--- src/rtl/digit_merger.sv ---
// Sequential BCD-to-binary converter: four BCD digits, MSD first, folded into
// a binary accumulator as acc*10 + digit, one digit per clock.
module digit_merger #(
  parameter int unsigned NUM_DIGITS = 4,
  parameter int unsigned SUM_W      = 14
) (
  input  logic             clk,
  input  logic             reset,
  input  logic             start,
  input  logic [3:0]       digit_1000,
  input  logic [3:0]       digit_100,
  input  logic [3:0]       digit_10,
  input  logic [3:0]       digit_1,
  output logic             busy,
  output logic             done,
  output logic [SUM_W-1:0] sum,
  output logic             err
);

  localparam int unsigned SR_W  = 4 * NUM_DIGITS;
  localparam int unsigned CNT_W = (NUM_DIGITS > 1) ? $clog2(NUM_DIGITS) : 1;

  typedef enum logic [1:0] {
    IDLE,
    CALC,
    DONE
  } state_t;

  state_t           state_q, state_d;
  logic [SR_W-1:0]  digits_q, digits_d;
  logic [SUM_W-1:0] acc_q, acc_d;
  logic [CNT_W-1:0] cnt_q, cnt_d;
  logic             bad_q, bad_d;
  logic [SUM_W-1:0] sum_q, sum_d;
  logic             err_q, err_d;

  logic [SR_W-1:0]  in_digits;
  logic             in_bad;
  logic             last_digit;
  logic [SUM_W-1:0] acc_next;

  assign in_digits  = {digit_1000, digit_100, digit_10, digit_1};
  assign last_digit = (cnt_q == CNT_W'(NUM_DIGITS - 1));
  // acc*10 as (acc<<3)+(acc<<1); wraps harmlessly on invalid digits
  assign acc_next   = (acc_q << 3) + (acc_q << 1) + SUM_W'(digits_q[SR_W-1 -: 4]);

  always_comb begin
    in_bad = 1'b0;
    for (int unsigned i = 0; i < NUM_DIGITS; i++) begin
      if (in_digits[4*i +: 4] > 4'd9) in_bad = 1'b1;
    end
  end

  always_ff @(posedge clk or posedge reset) begin
    if (reset) state_q <= IDLE;
    else       state_q <= state_d;
  end

  always_comb begin
    state_d = state_q;
    case (state_q)
      IDLE:    if (start) state_d = CALC;
      CALC:    if (last_digit) state_d = DONE;
      DONE:    state_d = IDLE;
      default: state_d = IDLE;
    endcase
  end

  always_comb begin
    busy = (state_q != IDLE);
    done = (state_q == DONE);
  end

  always_comb begin
    digits_d = digits_q;
    acc_d    = acc_q;
    cnt_d    = cnt_q;
    bad_d    = bad_q;
    sum_d    = sum_q;
    err_d    = err_q;
    case (state_q)
      IDLE: begin
        if (start) begin
          digits_d = in_digits;
          acc_d    = '0;
          cnt_d    = '0;
          bad_d    = in_bad;
        end
      end
      CALC: begin
        acc_d    = acc_next;
        digits_d = {digits_q[SR_W-5:0], 4'd0};
        cnt_d    = cnt_q + 1'b1;
        if (last_digit) begin
          sum_d = bad_q ? '0 : acc_next;
          err_d = bad_q;
        end
      end
      default: ;
    endcase
  end

  always_ff @(posedge clk or posedge reset) begin
    if (reset) begin
      digits_q <= '0;
      acc_q    <= '0;
      cnt_q    <= '0;
      bad_q    <= 1'b0;
      sum_q    <= '0;
      err_q    <= 1'b0;
    end else begin
      digits_q <= digits_d;
      acc_q    <= acc_d;
      cnt_q    <= cnt_d;
      bad_q    <= bad_d;
      sum_q    <= sum_d;
      err_q    <= err_d;
    end
  end

  assign sum = sum_q;
  assign err = err_q;

endmodule
--- config.mk ---
export PLATFORM = sky130hd
export DESIGN_NAME = digit_merger
export DESIGN_NICKNAME = d
export VERILOG_FILES = /design/src/rtl/digit_merger.sv
export SDC_FILE = /design/constraint.sdc
export NUM_CORES = 1
export LEC_CHECK = 0
export ABC_AREA = 1
export BUFFER_PORTS_ARGS = -buffer_cell sky130_fd_sc_hd__buf_4
export CAP_MARGIN = 20
export CORE_MARGIN = 2
export CORE_UTILIZATION = 45
export CTS_BUF_LIST = sky130_fd_sc_hd__clkbuf_4 sky130_fd_sc_hd__clkbuf_8 sky130_fd_sc_hd__clkbuf_16
export DETAILED_ROUTE_END_ITERATION = 8
export GPL_ROUTABILITY_DRIVEN = 0
export PLACE_DENSITY = 0.76
export SLEW_MARGIN = 20
export SYNTH_ARGS = -nofsm -noshare
export SYNTH_HDL_FRONTEND = slang
export SYNTH_SLANG_ARGS = --single-unit
--- constraint.sdc ---
create_clock -name clk -period 2.4 [get_ports clk]
set_clock_uncertainty 0.05 [all_clocks]
set_input_delay 0.48 -clock clk [delete_from_list [all_inputs] [get_ports clk]]
set_output_delay 0.48 -clock clk [all_outputs]
set_load 0.05 [all_outputs]
; Word-level counts from Yosys, hierarchy flattened
; Cells that the tools add are included.
[totals]
reg_bits = 49
input_bits = 19
[classes]
addsub = 3
magnitude_cmp = 4
eq_ne = 5
mux = 14
reduce_logical = 7
[ops]
columns = operator, count
row1 = $pmux W16 S2, 1
row2 = $pmux W13 S2, 1
row3 = $gt A4 B4 Y1 const B, 4
row4 = $mux W16, 1
row5 = $add A14 B14 Y14, 1
row6 = $add A14 B4 Y14, 1
row7 = $mux W14, 1
row8 = $mux W13, 1
row9 = $pmux W2 S2, 2
row10 = $reduce_and A2 Y1, 4
row11 = $mux W2, 3
row12 = $eq A2 B2 Y1 const B, 2
row13 = $mux W1, 4
row14 = $ne A2 B2 Y1 const B, 2
row15 = $reduce_bool A2 Y1, 2
row16 = $add A2 B1 Y2 const B, 1
row17 = $eq A2 B1 Y1 const B, 1
row18 = $logic_not A2 Y1, 1

; Depth between registers and ports, before layout
; Gate-level depths: netlist of the first run.
[depth]
word_depth = 5
mapped_depth = 13
ltp_nobuf = 13

; Worst setup path after synthesis of the first run
; OpenSTA, ideal clock, no wires.
[synth_timing]
kind = flip-flop to flip-flop
from = register digits_q[15]
to = register sum_q[7], in the netlist sum[7]
setup_ps = 118
arrival_ps = 1985
t_required_ps = 2232
setup_slack_ps = 247
stages_incl_launch_ff = 12
n_path_buf = 0
period_less_slack_ps = 2153
path_cell_list = dfrtp_1 > inv_1 > fa_1 > inv_1 > ha_1 > nand3_1 > nand3_1 > nand2_1 > nand2_1 > or2_2 > nand3_1 > nand2_1
[synth_via]
elab_chain_len = 2
[synth_rtl]
columns = element, line
row1 = "start, declared", 30  ; logic [SR_W-1:0] digits_q, digits_d;
row2 = "start signal, assigned", 112  ; digits_q <= digits_d;
row3 = $add A14 B4 Y14, 45  ; assign acc_next = (acc_q << 3) + (acc_q << 1) + SUM_W'(digits_q[SR_W-1 -: 4]);
row4 = $mux W14, 95  ; sum_d = bad_q ? '0 : acc_next;
row5 = "end signal, assigned", 116  ; sum_q <= sum_d;
row6 = "end, declared", 34  ; logic [SUM_W-1:0] sum_q, sum_d;
; Every way passes these cells.
; A chain may end at the register's enable or synchronous reset.

; Worst setup path after layout of the first run
[layout_timing]
from = register digits_q[15]
to = register acc_q[7]
[layout_via]
elab_chain_len = 2
[layout_rtl]
columns = element, line
row1 = $add A14 B4 Y14, 45
row2 = $pmux W13 S2, 81  ; case (state_q)
row3 = "end signal, assigned", 106  ; acc_q <= '0;
row4 = "end signal, assigned", 113  ; acc_q <= acc_d;
row5 = "end, declared", 31  ; logic [SUM_W-1:0] acc_q, acc_d;
; Every way passes these cells.

==> results of run 1 <==
-- layout by cell type (no fill, tap or decap), types with 2 or more instances in the layout --
| master | count |
|---|---|
| a21oi_1 | 4 |
| a221oi_1 | 3 |
| buf_4 | 36 |
| clkbuf_8 | 5 |
| dfrtp_1 | 49 |
| ha_1 | 22 |
| inv_1 | 47 |
| inv_2 | 3 |
| inv_4 | 2 |
| nand2_1 | 104 |
| nand2_4 | 2 |
| nand3_1 | 17 |
| nand3b_1 | 3 |
| nand4_1 | 3 |
| nor2_1 | 12 |
| nor2_2 | 2 |
| nor3_1 | 3 |
| o211ai_1 | 7 |
| o21ai_0 | 24 |
| o21ai_1 | 12 |
| o22ai_1 | 2 |
| xor2_1 | 3 |
-- path summary, 6_finish.rpt --
kind	depth (start not counted)	endpoint	slack [ns]
hold / removal	2	digits_q[5]$_DFFE_PP0P_	0.11
max in group asynchronous	3	acc_q[2]$_DFFE_PP0P_	1.70
setup reg to reg	11	acc_q[7]$_DFFE_PP0P_	0.17
setup / recovery	11	acc_q[7]$_DFFE_PP0P_	0.17
hold reg to reg	2	sum[12]$_DFFE_PP0P_	0.44
min in group clk	3	digits_q[0]$_DFFE_PP0P_	0.33
-- kinds of logic after synthesis --
logic type | synth area share [%]
AND/OR/NAND/NOR | 23.6
buffers and inverters | 9.62
AO/OA/AOI/OAI | 11.0
flip-flops | 43.1
XOR/XNOR | 1.23
adder cells (fa/ha/maj) | 11.5
-- cells in the mapped netlist (all sizes together) --
| cell | number | area [um2] |
|---|---|---|
| o21ai | 36 | 180 |
| nor2 | 16 | 86.3 |
| nor3 | 3 | 15.0 |
| xnor2 | 1 | 8.76 |
| o21a | 1 | 7.51 |
| nand4 | 3 | 18.8 |
| fa | 2 | 40.0 |
| nand3 | 18 | 90.1 |
| dfrtp | 49 | 1230 |
| nand3b | 3 | 22.5 |
| nand2 | 107 | 419 |
| inv | 52 | 200 |
| o22ai | 2 | 12.5 |
| a21oi | 4 | 20.0 |
| a31oi | 1 | 6.26 |
| xor2 | 3 | 26.3 |
| o211ai | 7 | 52.6 |
| buf | 8 | 73.8 |
| or2 | 2 | 12.5 |
| a221oi | 3 | 26.3 |
| ha | 23 | 288 |
| and3 | 1 | 6.26 |
| a22o | 1 | 8.76 |
-- registers in the layout, indices dropped and copies added, names as in the netlist --
name and flops:
acc_q 13, digits_q 16, err 1, sum 14
bad_q 1, cnt_q 2, state_q 2
-- cell type report --
class	instances	area share (%)
clock buffer	5	2.09
clock inverter	3	1.33
inverter	52	6.08
multi-input combinational	237	41.6
sequential	49	37.2
tap	75	2.85
timing repair buffer	37	8.81
-- metal layers --
layer	GRT usage (%)	share of wire, %	vias up
met3	2.67	4.6	7
met1	23.0	44	1145
met5	0	0	-
met2	32.3	50	63
met4	4.40	1.3	0
li1	-	-	1194
-- worst max-delay path: cells and delay by family (launching register included) --
family,cells,cell delay [ns]
simple gates,7,0.73
flops,1,0.35
fa+ha+maj,2,0.84
buf+inv,2,0.16
-- timing repair --
| action | in CTS | in global routing |
|---|---|---|
| setup endpoints to repair | 0 | 7 |
| buffers inserted | 0 | 1 |
| resized for setup | 0 | 4 |
-- per-stage QoR --
step	setup WS, ns	utilization [%]
final	0.167	54.7
after global placement	0.170	52.3
after floorplan	0.247	-
after CTS	0.0518	54.2
after detailed placement	0.0722	52.3
after global routing	0.00106	54.7
==> metrics.yaml, run 1 <==
status: "completed"
grt_first_pass_wirelength_mm: 10.5
cts_tree: "yes"
cap_violations: 0
clockBufferDepth: 2
critPathRequiredTime_ns: 2.55
placed_cells: 449
ys_warn_count: 0
chipWidth_um: 83.6
path_class: "flop to flop"
finalCritPeriodShare_pct: 93.1
crit_path_cell_trace: "inv_1 > fa_1 > inv_1 > ha_4 > nand3_1 > nand3_2 > nand2_1 > nand2_1 > or2_2 > nand3_1 > nand2_1"
port_buffers: 35
rows: 28
place_area_mm2: 0.00315
final_nets: 426
cts_sinks: 49
fin_cells: 458
grtUsageTotal_pct: 18.1
cts_buffers: 5
syn_nets: 390
via_count: 2409
crit_arrival_ns: 2.39
multi_input_area_mm2: 0.00137
antenna_found_initial: 0
holdWs_ns: 0.105
setup-violations-final: 0
ys_seq_area_share_pct: 43.1
area_growth_pct: 15.6
dp_hpwl_mm: 4.58
holdBufCountCts: 0
start_util_pct: 47.3
avgRoutedWirePerCell_um: 13.2
rsz0062_at_grt: "no"
netlist-cell-type-count: 34
start_kind: "flop"
grt_pass1_vias: 2301
startpoint: "digits_q[15]$_DFFE_PP0P_"
routed_via_density: 5.26
htree_num_levels: 2
fp.dieH_um: 83.6
worstHoldPathType: "primary input to asynchronous set/reset pin"
tns_ns: 0
syn_area_per_cell_um2: 8.23
end_kind: "flop"
syn_inst: 346
clockRootBuffer: "clkbuf_8"
drive_gt1_share_pct: 15.9
fin_area_mm2: 0.00329
core_area_mm2: 0.00603
grt_max_degree: 34
area.sequential_mm2: 0.00123
tightest_slew_ns: 0.479
period_minus_slack_ns: 2.23
ys_ff_latch: 49
io_pins: 36
dieArea_mm2: 0.00698
cts.reportedPaths.clkPinSlew_ns: 0.10
dr.pass1.iters: 4
reg2reg_from: "digits_q[15]$_DFFE_PP0P_"
cp_common_cell: "nand2_1"
relSlewSlack_pct: 68.0
fmaxAchievable_mhz: 448
crit_slowest_cell: "fa_1"
fillers: 569
slowest_delay_ns: 0.60
drtAntennaViolNets: 0
netlist_area_mm2: 0.00285
grt_overflow: 0
drv_slew: 0
drt_iter0_markers: 159
drc: 0
antenna_cells_inserted: 0
hold_viol: 0
clk_latency_ns: 0.30
crit_path_max_fanout: 4
totalWireLength_mm: 6.03
Power of run 1 is not shown: default switching activity piles up to over one toggle a cycle in this logic, so the estimate is an artifact.
==> run 2, diff against run 1 <==
Settings changed: CORE_UTILIZATION 45 to 40, PLACE_DENSITY 0.76 to 0.7.
==> run 2 against run 1 <==
Worst hold slack improved by 0.17 ns. Wire length did not move. Die area rose by 12%. Sequential cell count did not move. Non-clock buffer count did not move. Global-route usage fell by 0.90 points. Maximum frequency fell by 0.28%. Critical path depth fell by 2. Worst setup slack got worse by 0.0063 ns. Cell count rose by 4.6%. Register-to-register slack barely moved. Via count fell by 3.0%.
==> metrics.yaml, run 2 (synthesized netlist as in run 1, its figures left out) <==
status: "completed"
rr_worst_depth: 9  # -2
fmaxAchievable_mhz: 447  # -0.28%
placed_cells: 470  # +4.7%
crit_arrival_ns: 2.44  # +0.05 ns
port_buffers: 35  # unchanged
r2r_setup_slack_ns: 0.16  # about the same
drc: 0  # unchanged
drv_slew: 0  # unchanged
layout_commonest_cell: "nand2_1"
htree_num_levels: 2  # unchanged
rsz0062_at_grt: "no"
dp_hpwl_mm: 4.49  # -2.0%
start_kind: "flop"
endpoint: "sum[8]$_DFFE_PP0P_"
core_area_mm2: 0.00683  # +13%
drive_gt1_share_pct: 15.4  # -0.52 points
cts_buffers: 5  # unchanged
startpoint: "acc_q[2]$_DFFE_PP0P_"
grtUsageTotal_pct: 17.2  # -0.90 points
grt_first_pass_wirelength_mm: 10.5  # about the same
cap_violations: 0  # unchanged
totalWireLength_mm: 6.03  # unchanged
cts.reportedPaths.clkPinSlew_ns: 0.09  # about the same
chipWidth_um: 88.4  # +5.8%
start_util_pct: 41.7  # -5.6 points
end_kind: "flop"
grt_pass1_vias: 2285  # -0.70%
avgRoutedWirePerCell_um: 12.6  # -4.4%
gr-usage-met2_pct: 28.6  # -3.6 points
dp_slack_ns: 0.112  # +0.0398 ns
crit_path_cell_trace: "inv_1 > fa_1 > fa_1 > nor2_1 > nor2_1 > o21ai_1 > or2_1 > nand3_1 > nand2_1"
final_nets: 426  # unchanged
via_count: 2336  # -3.0%
clockBufferDepth: 2  # unchanged
worstHoldPathType: "primary input to asynchronous set/reset pin"
timing.rr.end: "sum[8]$_DFFE_PP0P_"
routed_via_density: 4.88  # -7.3%
antenna_cells_inserted: 0  # unchanged
fp.dieH_um: 88.4  # +5.8%
period_minus_slack_ns: 2.24  # +0.00633 ns
dieArea_mm2: 0.00781  # +12%
largest_reg_flops: 16  # unchanged
relSlewSlack_pct: 58.9  # -9.1 points
drt_iter0_markers: 142  # -11%
area_growth_pct: 15.2
path_class: "flop to flop"
reg2reg_from: "acc_q[2]$_DFFE_PP0P_"
setup-violations-final: 0  # unchanged
layout_common_cells: "nand2_1 (104), dfrtp_1 (49), inv_1 (47)"
slowest_delay_ns: 0.49  # -0.11 ns
top_usage_layer: "met2"
grt_max_degree: 50  # +47%
io_pins: 36  # unchanged
layout_setup_ws_ns: 0.160  # -0.00633 ns
finalCritPeriodShare_pct: 93.3  # +0.26 points
hold_viol: 0  # unchanged
fin_area_mm2: 0.00328  # -0.42%
clk_latency_ns: 0.30  # about the same
critPathRequiredTime_ns: 2.60  # +0.05 ns
grt_use_met3_pct: 3.45  # +0.78 points
cts_tree: "yes"
top_register: "digits_q"
place_area_mm2: 0.00316  # +0.44%
drtAntennaViolNets: 0  # unchanged
crit_path_max_fanout: 3  # -1
rows: 30  # +7.1%
grt_overflow: 0  # unchanged
tns_ns: 0  # unchanged
fin_cells: 479  # +4.6%
use_met1_pct: 22.2  # -0.79 points
tightest_slew_ns: 0.616  # +0.137 ns
antenna_found_initial: 0  # unchanged
cts_sinks: 49  # unchanged
crit_slowest_cell: "fa_1"
clockRootBuffer: "clkbuf_8"
dr.pass1.iters: 5  # +1
==> run 2: cell types whose count changed in the layout (fill, tap and decap cells not counted), sizes merged <==
| cell | delta |
|---|---|
| bufinv | -1 |
| clkbuf | +1 |
==> run 2: area by class of cell <==
type                       instances  area, um2
multi-input combinational        237       1370
inverter                          52        200
fill                             709       3550
timing repair buffer              37        278
clock inverter                     2       13.8
sequential                        49       1230
clock buffer                       6       76.3
tap                               96        120
==> run 2: what timing repair did <==
item	4_1_cts	5_1_grt
hold buffers	0	0
gates resized for setup	0	2
buffers inserted	0	1
setup endpoints to repair	0	3
==> run 2: worst min path at each step <==
stage | to | slack (ns) | cells after the start
floorplan | acc_q[11]$_DFFE_PP0P_ | 0.40 | 2
global placement | sum[13]$_DFFE_PP0P_ | 0.42 | 2
global route | digits_q[14]$_DFFE_PP0P_ | 0.34 | 3
detailed placement | sum[13]$_DFFE_PP0P_ | 0.42 | 2
CTS | sum[9]$_DFFE_PP0P_ | 0.31 | 3
finish | sum[9]$_DFFE_PP0P_ | 0.28 | 3
==> run 2: worst max-delay path, delay by kind of cell, from the launching register on <==
family | cells | cell delay, ns
buffers and inverters | 1 | 0.09
AND/OR/NAND/NOR | 5 | 0.52
AO/OA/AOI/OAI | 1 | 0.18
adder cells (fa/ha/maj) | 2 | 0.96
flip-flops | 1 | 0.39
==> run 2: through the flow <==
step                util (%)  hold WS [ns]
floorplan                  -         0.403
global placement        46.3         0.418
detailed placement      46.3         0.420
CTS                     47.6         0.305
global route            48.0         0.338
finish                  48.0         0.276
==> run 2: routing by layer <==
metal | part of all wire (%) | wire [um]
met1 | 46 | 2800
met2 | 48 | 2900
met3 | 3.3 | 196
met4 | 2.3 | 138
met5 | 0 | 0
Power of run 2 is left out for the same reason.
==> run 3, diff against run 2 <==
Settings changed: PLACE_DENSITY 0.7 to 0.63, SLEW_MARGIN 20 to default.
==> run 3 against run 2 <==
Critical path depth up 2. Clock-buffer cell count down 1. Via count increased by 1.5%. Register-to-register slack barely moved. Critical endpoint is now acc_q[7]$_DFFE_PP0P_.
==> metrics.yaml, run 3 (synthesized netlist as in run 1, its figures left out) <==
status: "completed"
clockBufferDepth: 2  # unchanged
slowest_delay_ns: 0.56  # +0.07 ns
cp_common_cell: "nand2_1"
grt_first_pass_wirelength_mm: 11.0  # +4.7%
place_area_mm2: 0.00316  # unchanged
crit_path_max_fanout: 4  # +1
routed_via_density: 4.96  # +1.7%
cts_sinks: 49  # unchanged
tns_ns: 0  # unchanged
fin_util_pct: 48.2  # +0.18 points
cp_top_family: "adder cells"
clockRootBuffer: "clkbuf_8"
crit_buf_inv: 2  # +1
layout_commonest_cell: "nand2_1"
dr.pass1.iters: 4  # -1
start_kind: "flop"
start_util_pct: 41.7  # unchanged
finalCritPeriodShare_pct: 93.6  # +0.26 points
cp_num_cells: 11  # +2
port_buffers: 35  # unchanged
crit_path_cell_trace: "inv_1 > fa_1 > inv_1 > ha_1 > nand3_1 > nand3_2 > nand2_1 > nand2_1 > or2_2 > nand3_1 > nand2_1"
grt_max_degree: 50  # unchanged
dieArea_mm2: 0.00781  # unchanged
timing.rr.end: "acc_q[7]$_DFFE_PP0P_"
fmaxAchievable_mhz: 445  # -0.28%
worstHoldPathType: "primary input to asynchronous set/reset pin"
area_growth_pct: 15.6
drc: 0  # unchanged
dp_hpwl_mm: 4.61  # +2.8%
grt_pass1_vias: 2394  # +4.8%
path_class: "flop to flop"
crit_slowest_cell: "fa_1"
drtAntennaViolNets: 0  # unchanged
rows: 30  # unchanged
drt_iter0_markers: 137  # -3.5%
grt_overflow: 0  # unchanged
r2r_setup_slack_ns: 0.15  # about the same
holdWs_ns: 0.275  # -0.00168 ns
rr_worst_depth: 11  # +2
layout_common_cells: "nand2_1 (104), dfrtp_1 (49), inv_1 (47)"
grtUsageTotal_pct: 17.7  # +0.59 points
antenna_cells_inserted: 0  # unchanged
startpoint: "acc_q[0]$_DFFE_PP0P_"
endpoint: "acc_q[7]$_DFFE_PP0P_"
cts_tree: "yes"
totalWireLength_mm: 6.17  # +2.3%
clk_latency_ns: 0.30  # about the same
fillers: 721  # +1.7%
period_minus_slack_ns: 2.25  # +0.00619 ns
hold_viol: 0  # unchanged
final_nets: 425  # -0.23%
reg2reg_from: "acc_q[0]$_DFFE_PP0P_"
crit_arrival_ns: 2.40  # -0.04 ns
drv_slew: 0  # unchanged
via_count: 2371  # +1.5%
relSlewSlack_pct: 59.0  # about the same
cts_buffers: 5  # unchanged
cts.reportedPaths.clkPinSlew_ns: 0.10  # about the same
drive_gt1_share_pct: 15.4  # +0.040 points
chipWidth_um: 88.4  # unchanged
avgRoutedWirePerCell_um: 12.9  # +2.5%
cts_resized: 0  # unchanged
critPathRequiredTime_ns: 2.56  # -0.04 ns
fp.dieH_um: 88.4  # unchanged
cts_setup_buffers: 0  # unchanged
core_area_mm2: 0.00683  # unchanged
antenna_found_initial: 0  # unchanged
end_kind: "flop"
setup-violations-final: 0  # unchanged
top_register: "digits_q"
tightest_slew_ns: 0.616  # -0.000735 ns
fin_area_mm2: 0.00329  # +0.38%
rsz0062_at_grt: "no"
htree_num_levels: 2  # unchanged
io_pins: 36  # unchanged
largest_reg_flops: 16  # unchanged
holdBufCountCts: 0  # unchanged
cap_violations: 0  # unchanged
run 3: worst min path at each step:
stage | from | end | slack, ns | cells past startpoint
CTS | reset | digits_q[15]$_DFFE_PP0P_ | 0.31 | 3
floorplan | acc_q[11]$_DFFE_PP0P_ | acc_q[11]$_DFFE_PP0P_ | 0.40 | 2
global placement | sum[13]$_DFFE_PP0P_ | sum[13]$_DFFE_PP0P_ | 0.42 | 2
finish | reset | digits_q[9]$_DFFE_PP0P_ | 0.27 | 3
detailed placement | sum[13]$_DFFE_PP0P_ | sum[13]$_DFFE_PP0P_ | 0.42 | 2
global route | reset | acc_q[6]$_DFFE_PP0P_ | 0.35 | 3
run 3: per-layer routing:
| layer | up-vias | routed length [um] | global-route usage (%) |
|---|---|---|---|
| met2 | 34 | 3060 | 31.0 |
| met5 | - | 0 | 0 |
| met3 | 7 | 194 | 2.33 |
| met1 | 1137 | 2860 | 23.4 |
| met4 | 0 | 55 | 4.41 |
| li1 | 1193 | - | - |
run 3: per-stage QoR:
stage	worst slack [ns]	instances
3_5_place_dp	0.133	470
5_1_grt	0.00417	478
6_report	0.154	478
2_1_floorplan	0.247	346
3_3_place_gp	0.176	470
4_1_cts	0.114	478
run 3: cell type report:
cell class,count,area (um2),share of cell area (%)
clock buffers,5,68.8,2.09
clock inverters,3,43.8,1.33
inverters,52,200,6.08
multi-input cells,237,1360,41.4
flip-flops and latches,49,1230,37.2
well taps,96,120,3.65
repair buffers,36,270,8.21
run 3: worst register-to-register path: stages (launching register included):
cell,delay [ns]
dfrtp_1,0.35
inv_1,0.07
fa_1,0.56
inv_1,0.06
ha_1,0.30
nand3_1,0.11
nand3_2,0.11
nand2_1,0.08
nand2_1,0.05
or2_2,0.28
nand3_1,0.07
nand2_1,0.05
Power of run 3 is left out for the same reason.
